$ cat config.mk
export PLATFORM = sky130hd
export DESIGN_NAME = simon_byte_engine
export DESIGN_NICKNAME = d
export VERILOG_FILES = /design/src/rtl/simon_byte_engine.sv
export SDC_FILE = /design/constraint.sdc
export NUM_CORES = 1
export LEC_CHECK = 0
export BUFFER_PORTS_ARGS = -buffer_cell sky130_fd_sc_hd__buf_2
export CORE_MARGIN = 2
export CORE_UTILIZATION = 45
export CTS_CLUSTER_SIZE = 30
export DETAILED_ROUTE_END_ITERATION = 7
export PLACE_DENSITY = 0.65
export SYNTH_ARGS = -nofsm -noshare
export SYNTH_HDL_FRONTEND = slang
export SYNTH_SLANG_ARGS = --single-unit
$ cat constraint.sdc
create_clock -name clk -period 2.55 [get_ports clk]
set_input_delay 0.51 -clock clk [delete_from_list [all_inputs] [get_ports clk]]
set_output_delay 0.51 -clock clk [all_outputs]
set_load 0.1 [all_outputs]
$ cat src/rtl/simon_byte_engine.sv
// Iterative Simon block cipher with byte-serial key/block load and byte-serial result.
// Build option: define SIMON_DECRYPT_EN to add the decrypt path (KEYFWD, inverse key step, block swap).
module simon_byte_engine #(
  parameter int unsigned N = 16,
  parameter int unsigned M = 4
) (
  input  logic       clk,
  input  logic       rst_n,
  input  logic [7:0] in_data,
  input  logic       in_valid,
  input  logic       in_is_key,
  input  logic       in_decrypt,
  output logic       in_ready,
  output logic [7:0] out_data,
  output logic       out_valid,
  input  logic       out_ready,
  output logic       busy
);

  if (!((N == 16 && M == 4) || ((N == 24 || N == 32) && (M == 3 || M == 4)))) begin : g_illegal_cfg
    $error("simon_byte_engine: illegal N/M combination");
  end

  localparam int unsigned KW = M * N;
  localparam int unsigned BW = 2 * N;
  localparam int unsigned R  = (N == 16) ? 32 : (N == 24) ? 36 : (M == 3) ? 42 : 44;
  localparam logic [3:0] BLAST = 4'(BW / 8 - 1);
  localparam logic [5:0] RLAST = 6'(R - 1);

  // Sequences are written z[0] first; reversed so that ZSEQ[i] == z[i].
  function automatic logic [61:0] zrev(input logic [61:0] s);
    logic [61:0] r;
    for (int unsigned i = 0; i < 62; i++) r[i] = s[61 - i];
    return r;
  endfunction

  localparam logic [61:0] Z0 = zrev(62'b11111010001001010110000111001101111101000100101011000011100110);
  localparam logic [61:0] Z1 = zrev(62'b10001110111110010011000010110101000111011111001001100001011010);
  localparam logic [61:0] Z2 = zrev(62'b10101111011100000011010010011000101000010001111110010110110011);
  localparam logic [61:0] Z3 = zrev(62'b11011011101011000110010111100000010010001010011100110100001111);
  localparam logic [61:0] ZSEQ = (N == 16) ? Z0 : (N == 24) ? ((M == 3) ? Z0 : Z1) : ((M == 3) ? Z2 : Z3);

  function automatic logic [N-1:0] rol(input logic [N-1:0] v, input int unsigned s);
    return (v << s) | (v >> (N - s));
  endfunction

  function automatic logic [N-1:0] ror(input logic [N-1:0] v, input int unsigned s);
    return rol(v, N - s);
  endfunction

  function automatic logic [N-1:0] kt(input logic [N-1:0] hi, input logic [N-1:0] lo);
    logic [N-1:0] a;
    a = ror(hi, 3) ^ ((M == 4) ? lo : '0);
    return a ^ ror(a, 1);
  endfunction

  // One-hot-ish encoding so in_ready/out_valid/busy are plain state bits.
  typedef enum logic [3:0] {
    LOAD   = 4'b0001,
    OUT    = 4'b0010,
    RUN    = 4'b0100,
    KEYFWD = 4'b1100
  } state_t;

  state_t         state;
  logic [KW-1:0]  key;
  logic [KW-1:0]  win;
  logic [BW-1:0]  blk;
  logic [3:0]     bcnt;
  logic [5:0]     rcnt;
  logic           dec_q;
  logic           dec_req;

  logic [N-1:0]   x, y, nx, rkey, fwd_top;
  logic [KW-1:0]  fwd_win, nxt_win;

`ifdef SIMON_DECRYPT_EN
  logic [N-1:0]   inv_w0;
  logic [5:0]     zi_inv;
  assign dec_req = in_decrypt;
`else
  assign dec_req = in_decrypt & 1'b0;
`endif

  always_comb begin
    x       = blk[BW-1:N];
    y       = blk[N-1:0];
    fwd_top = ~win[N-1:0] ^ kt(win[KW-1 -: N], win[2*N-1 -: N]) ^ N'(ZSEQ[rcnt]) ^ N'(3);
    fwd_win = {fwd_top, win[KW-1:N]};
`ifdef SIMON_DECRYPT_EN
    // Inverse step recovers the word the forward step consumed, using z of that step.
    zi_inv  = RLAST - rcnt;
    inv_w0  = ~(win[KW-1 -: N] ^ kt(win[KW-N-1 -: N], win[N-1:0]) ^ N'(ZSEQ[zi_inv]) ^ N'(3));
    rkey    = dec_q ? inv_w0 : win[N-1:0];
    nxt_win = dec_q ? {win[KW-N-1:0], inv_w0} : fwd_win;
`else
    rkey    = win[N-1:0];
    nxt_win = fwd_win;
`endif
    nx      = y ^ ((rol(x, 1) & rol(x, 8)) ^ rol(x, 2)) ^ rkey;
  end

  always_ff @(posedge clk) begin
    if (!rst_n) begin
      state <= LOAD;
      key   <= '0;
      win   <= '0;
      blk   <= '0;
      bcnt  <= '0;
      rcnt  <= '0;
      dec_q <= 1'b0;
    end else begin
      unique case (state)
        LOAD: begin
          if (in_valid && in_is_key) begin
            key <= {key[KW-9:0], in_data};
          end else if (in_valid) begin
            blk <= {blk[BW-9:0], in_data};
            if (bcnt == BLAST) begin
              bcnt  <= '0;
              rcnt  <= '0;
              win   <= key;
              dec_q <= dec_req;
              state <= dec_req ? KEYFWD : RUN;
            end else begin
              bcnt <= bcnt + 1'b1;
            end
          end
        end
`ifdef SIMON_DECRYPT_EN
        KEYFWD: begin
          win <= fwd_win;
          if (rcnt == RLAST) begin
            rcnt  <= '0;
            blk   <= {y, x};
            state <= RUN;
          end else begin
            rcnt <= rcnt + 1'b1;
          end
        end
`endif
        RUN: begin
          win <= nxt_win;
          if (rcnt == RLAST) begin
            rcnt  <= '0;
            blk   <= dec_q ? {x, nx} : {nx, x};
            state <= OUT;
          end else begin
            rcnt <= rcnt + 1'b1;
            blk  <= {nx, x};
          end
        end
        OUT: begin
          if (out_ready) begin
            blk <= {blk[BW-9:0], 8'h00};
            if (bcnt == BLAST) begin
              bcnt  <= '0;
              state <= LOAD;
            end else begin
              bcnt <= bcnt + 1'b1;
            end
          end
        end
        default: state <= LOAD;
      endcase
    end
  end

  assign in_ready  = state[0];
  assign out_valid = state[1];
  assign busy      = state[2];
  assign out_data  = blk[BW-1 -: 8];

endmodule

==> qor.yml <==
fin_nets: 1029
drt_wl_total_mm: 20.54
cts_tree: "built"
max-cap-violations: 0
tightest_slew_ns: 0.9427
antenna_found_initial: 0
path_cells: "buf_4, or3b_4, a211oi_1, o21ai_1, inv_1, ha_1, inv_1, a211oi_2, a311oi_1"
portBuffers: 23
final_core_util_pct: 50.79
crit_fanout: 17
max_stage_delay_ns: 0.47
p_leak_nw: 2.894
crit_family: "compound AO/OA/AOI/OAI gates"
grt_use_total_pct: 21.32
worst_setup_path_end_kind: "flop"
hp-class: "primary input to flop"
syn_avg_cell_area_um2: 7.927
clock-sinks: 174
async_reset_ff_share_pct: 0
cp_data_required_time_ns: 2.88
cts_buffers: 17
grt_pass1_wl_mm: 33.62
grt_pass1_vias: 6252
htree_levels: 4
ys_ff_latch: 174
ir_drop_uv: 414.5
cp_slowest_cell: "or3b_4"
drtIter0Drc: 522
fin_crit_sh_pct: 92.88
num_rows: 49
fmax_mhz: 422.2
power_density_mw_per_mm2: 777.5
wire_per_inst_um: 16.39
slew_headroom_pct: 37.15
critical_path_arrival_ns: 2.70
hold_slack_ns: 0.3615
cts_setup_buffers: 0
antenna_left: 0
finalMaxSlewViolations: 0
area_growth_pct: 10.73
grt_max_degree: 145
hpwl_mm: 13.05
critical_path_buf_inv_count: 3
drc: 0
antenna_cells: 0
clock_latency_ns: 0.43
ys_seq_area_share_pct: 42.13
final_cell_mix: "nand2_1 (248), dfxtp_1 (171), nor2_1 (107)"
layout-drive-gt1-share_pct: 9.180
synthesis.nets: 1060
crit_path_frequent_cell: "inv_1"
die_h_um: 139.5
final_common_cell: "nand2_1"
start_util_pct: 45.87
clock_path_buffers: 2
clk_pin_slew_ns: 0.06
synth_cell_types: 55
synth_edf_count: 0
rsz0062_at_grt: "false"
vias: 7031
finalWorstPathRequiredPeriod_ns: 2.369
worstSetupStartpointType: "flop"
synth_cells: 1043
place_congestion: 0.7990
ys.warnings.count: 0
die_area_mm2: 0.01947
gr-total-overflow: 0
fp.dieW_um: 139.5
clock_skew_ns: 0.009054
finalHoldViolCount: 0
clk_root_buffer_cell: "clkbuf_16"
syn_area_mm2: 0.008268
io_pins: 25
fillers: 1782
fin_tns_setup_ns: 0
path_class: "flop to flop"
drtPass1Iterations: 5
status: "finished clean"
synthFlopType: "dfxtp_1"
vias_per_cell: 5.611
finalSetupViolations: 0
core-area_mm2: 0.01802
-- worst reg2reg max path, stage by stage (launching register included) --
cell      delay (ns)
dfxtp_4         0.34
buf_4           0.20
or3b_4          0.48
a211oi_1        0.35
o21ai_1         0.15
inv_1           0.13
ha_1            0.24
inv_1           0.07
a211oi_2        0.06
a311oi_1        0.26
-- stage by stage --
step | total power [W] | setup WS, ns | instance area, µm² | cells
final | 0.007118 | 0.1815 | 9155 | 1253
after global routing | 0.007420 | 0.01320 | 9155 | 1253
after CTS | 0.007148 | 0.1263 | 9143 | 1253
after detailed placement | 0.004557 | 0.07090 | 8552 | 1222
after global placement | 0.004539 | 0.1018 | 8552 | 1222
after floorplan | 0.004172 | 0.01227 | 8288 | 1043
-- metal layers --
metal	GRT usage (%)	wire length, µm	vias to the layer above
met3	3.166	738	23
met5	0	0	-
met1	29.92	9896	3362
met4	6.579	299	0
met2	34.06	9607	118
li1	-	-	3528
-- state kept, by name, indices dropped and copies added (netlist names), named ones only --
register,count
key,64
win,64
blk,32
rcnt,6
bcnt,4
state,3
-- kinds of logic after synthesis --
group	Yosys count	synth area share (%)
AO/OA/AOI/OAI	253	20.96
XOR/XNOR	91	9.640
adder cells (fa/ha/maj)	3	0.4540
buffers and inverters	102	5.039
flip-flops	174	42.13
multiplexers	19	2.300
AND/OR/NAND/NOR	401	19.48
-- timing repair --
item	in CTS	in global routing
hold buffers	0	0
setup endpoints to repair	0	1
resized for setup	0	3
-- path summary, 6_finish.rpt --
| kind | startpoint | to | slack (ns) | depth (start not counted) |
|---|---|---|---|---|
| min reg2reg | key[56] | key[56] | 0.46 | 2 |
| max reg2reg | state[2] | flop | 0.18 | 9 |
| max | state[2] | flop | 0.18 | 9 |
| min | in_data[0] | key[0] | 0.36 | 3 |
-- cells in the mapped netlist (11+ instances only) --
library cell | n | area share (%)
nand2_1 | 248 | 11
dfxtp_1 | 174 | 42
nor2_1 | 108 | 4.9
a21oi_1 | 101 | 6.1
xnor2_1 | 82 | 8.7
clkbuf_1 | 76 | 3.5
a311oi_1 | 50 | 5.3
a211oi_1 | 26 | 2.4
mux2i_1 | 19 | 2.3
o21ai_0 | 16 | 0.97
nand3_1 | 12 | 0.73
nor3_1 | 11 | 0.67
-- power breakdown --
group          internal [W]  leakage (nW)  switching [W]
clock network       0.00154         0.295        0.00107
logic              0.000524          1.19       0.000945
registers           0.00288          1.41       0.000160
-- cell type report --
cell class | instances | area (µm²) | area share (%)
clock inverters | 10 | 110.1 | 1.203
well taps | 229 | 286.5 | 3.130
flip-flops and latches | 174 | 3492 | 38.14
inverters | 9 | 36.28 | 0.3963
clock buffers | 21 | 480.5 | 5.248
multi-input cells | 767 | 4409 | 48.16
repair buffers | 43 | 340.3 | 3.717
No activity file was read; power rests on OpenSTA's default activity.
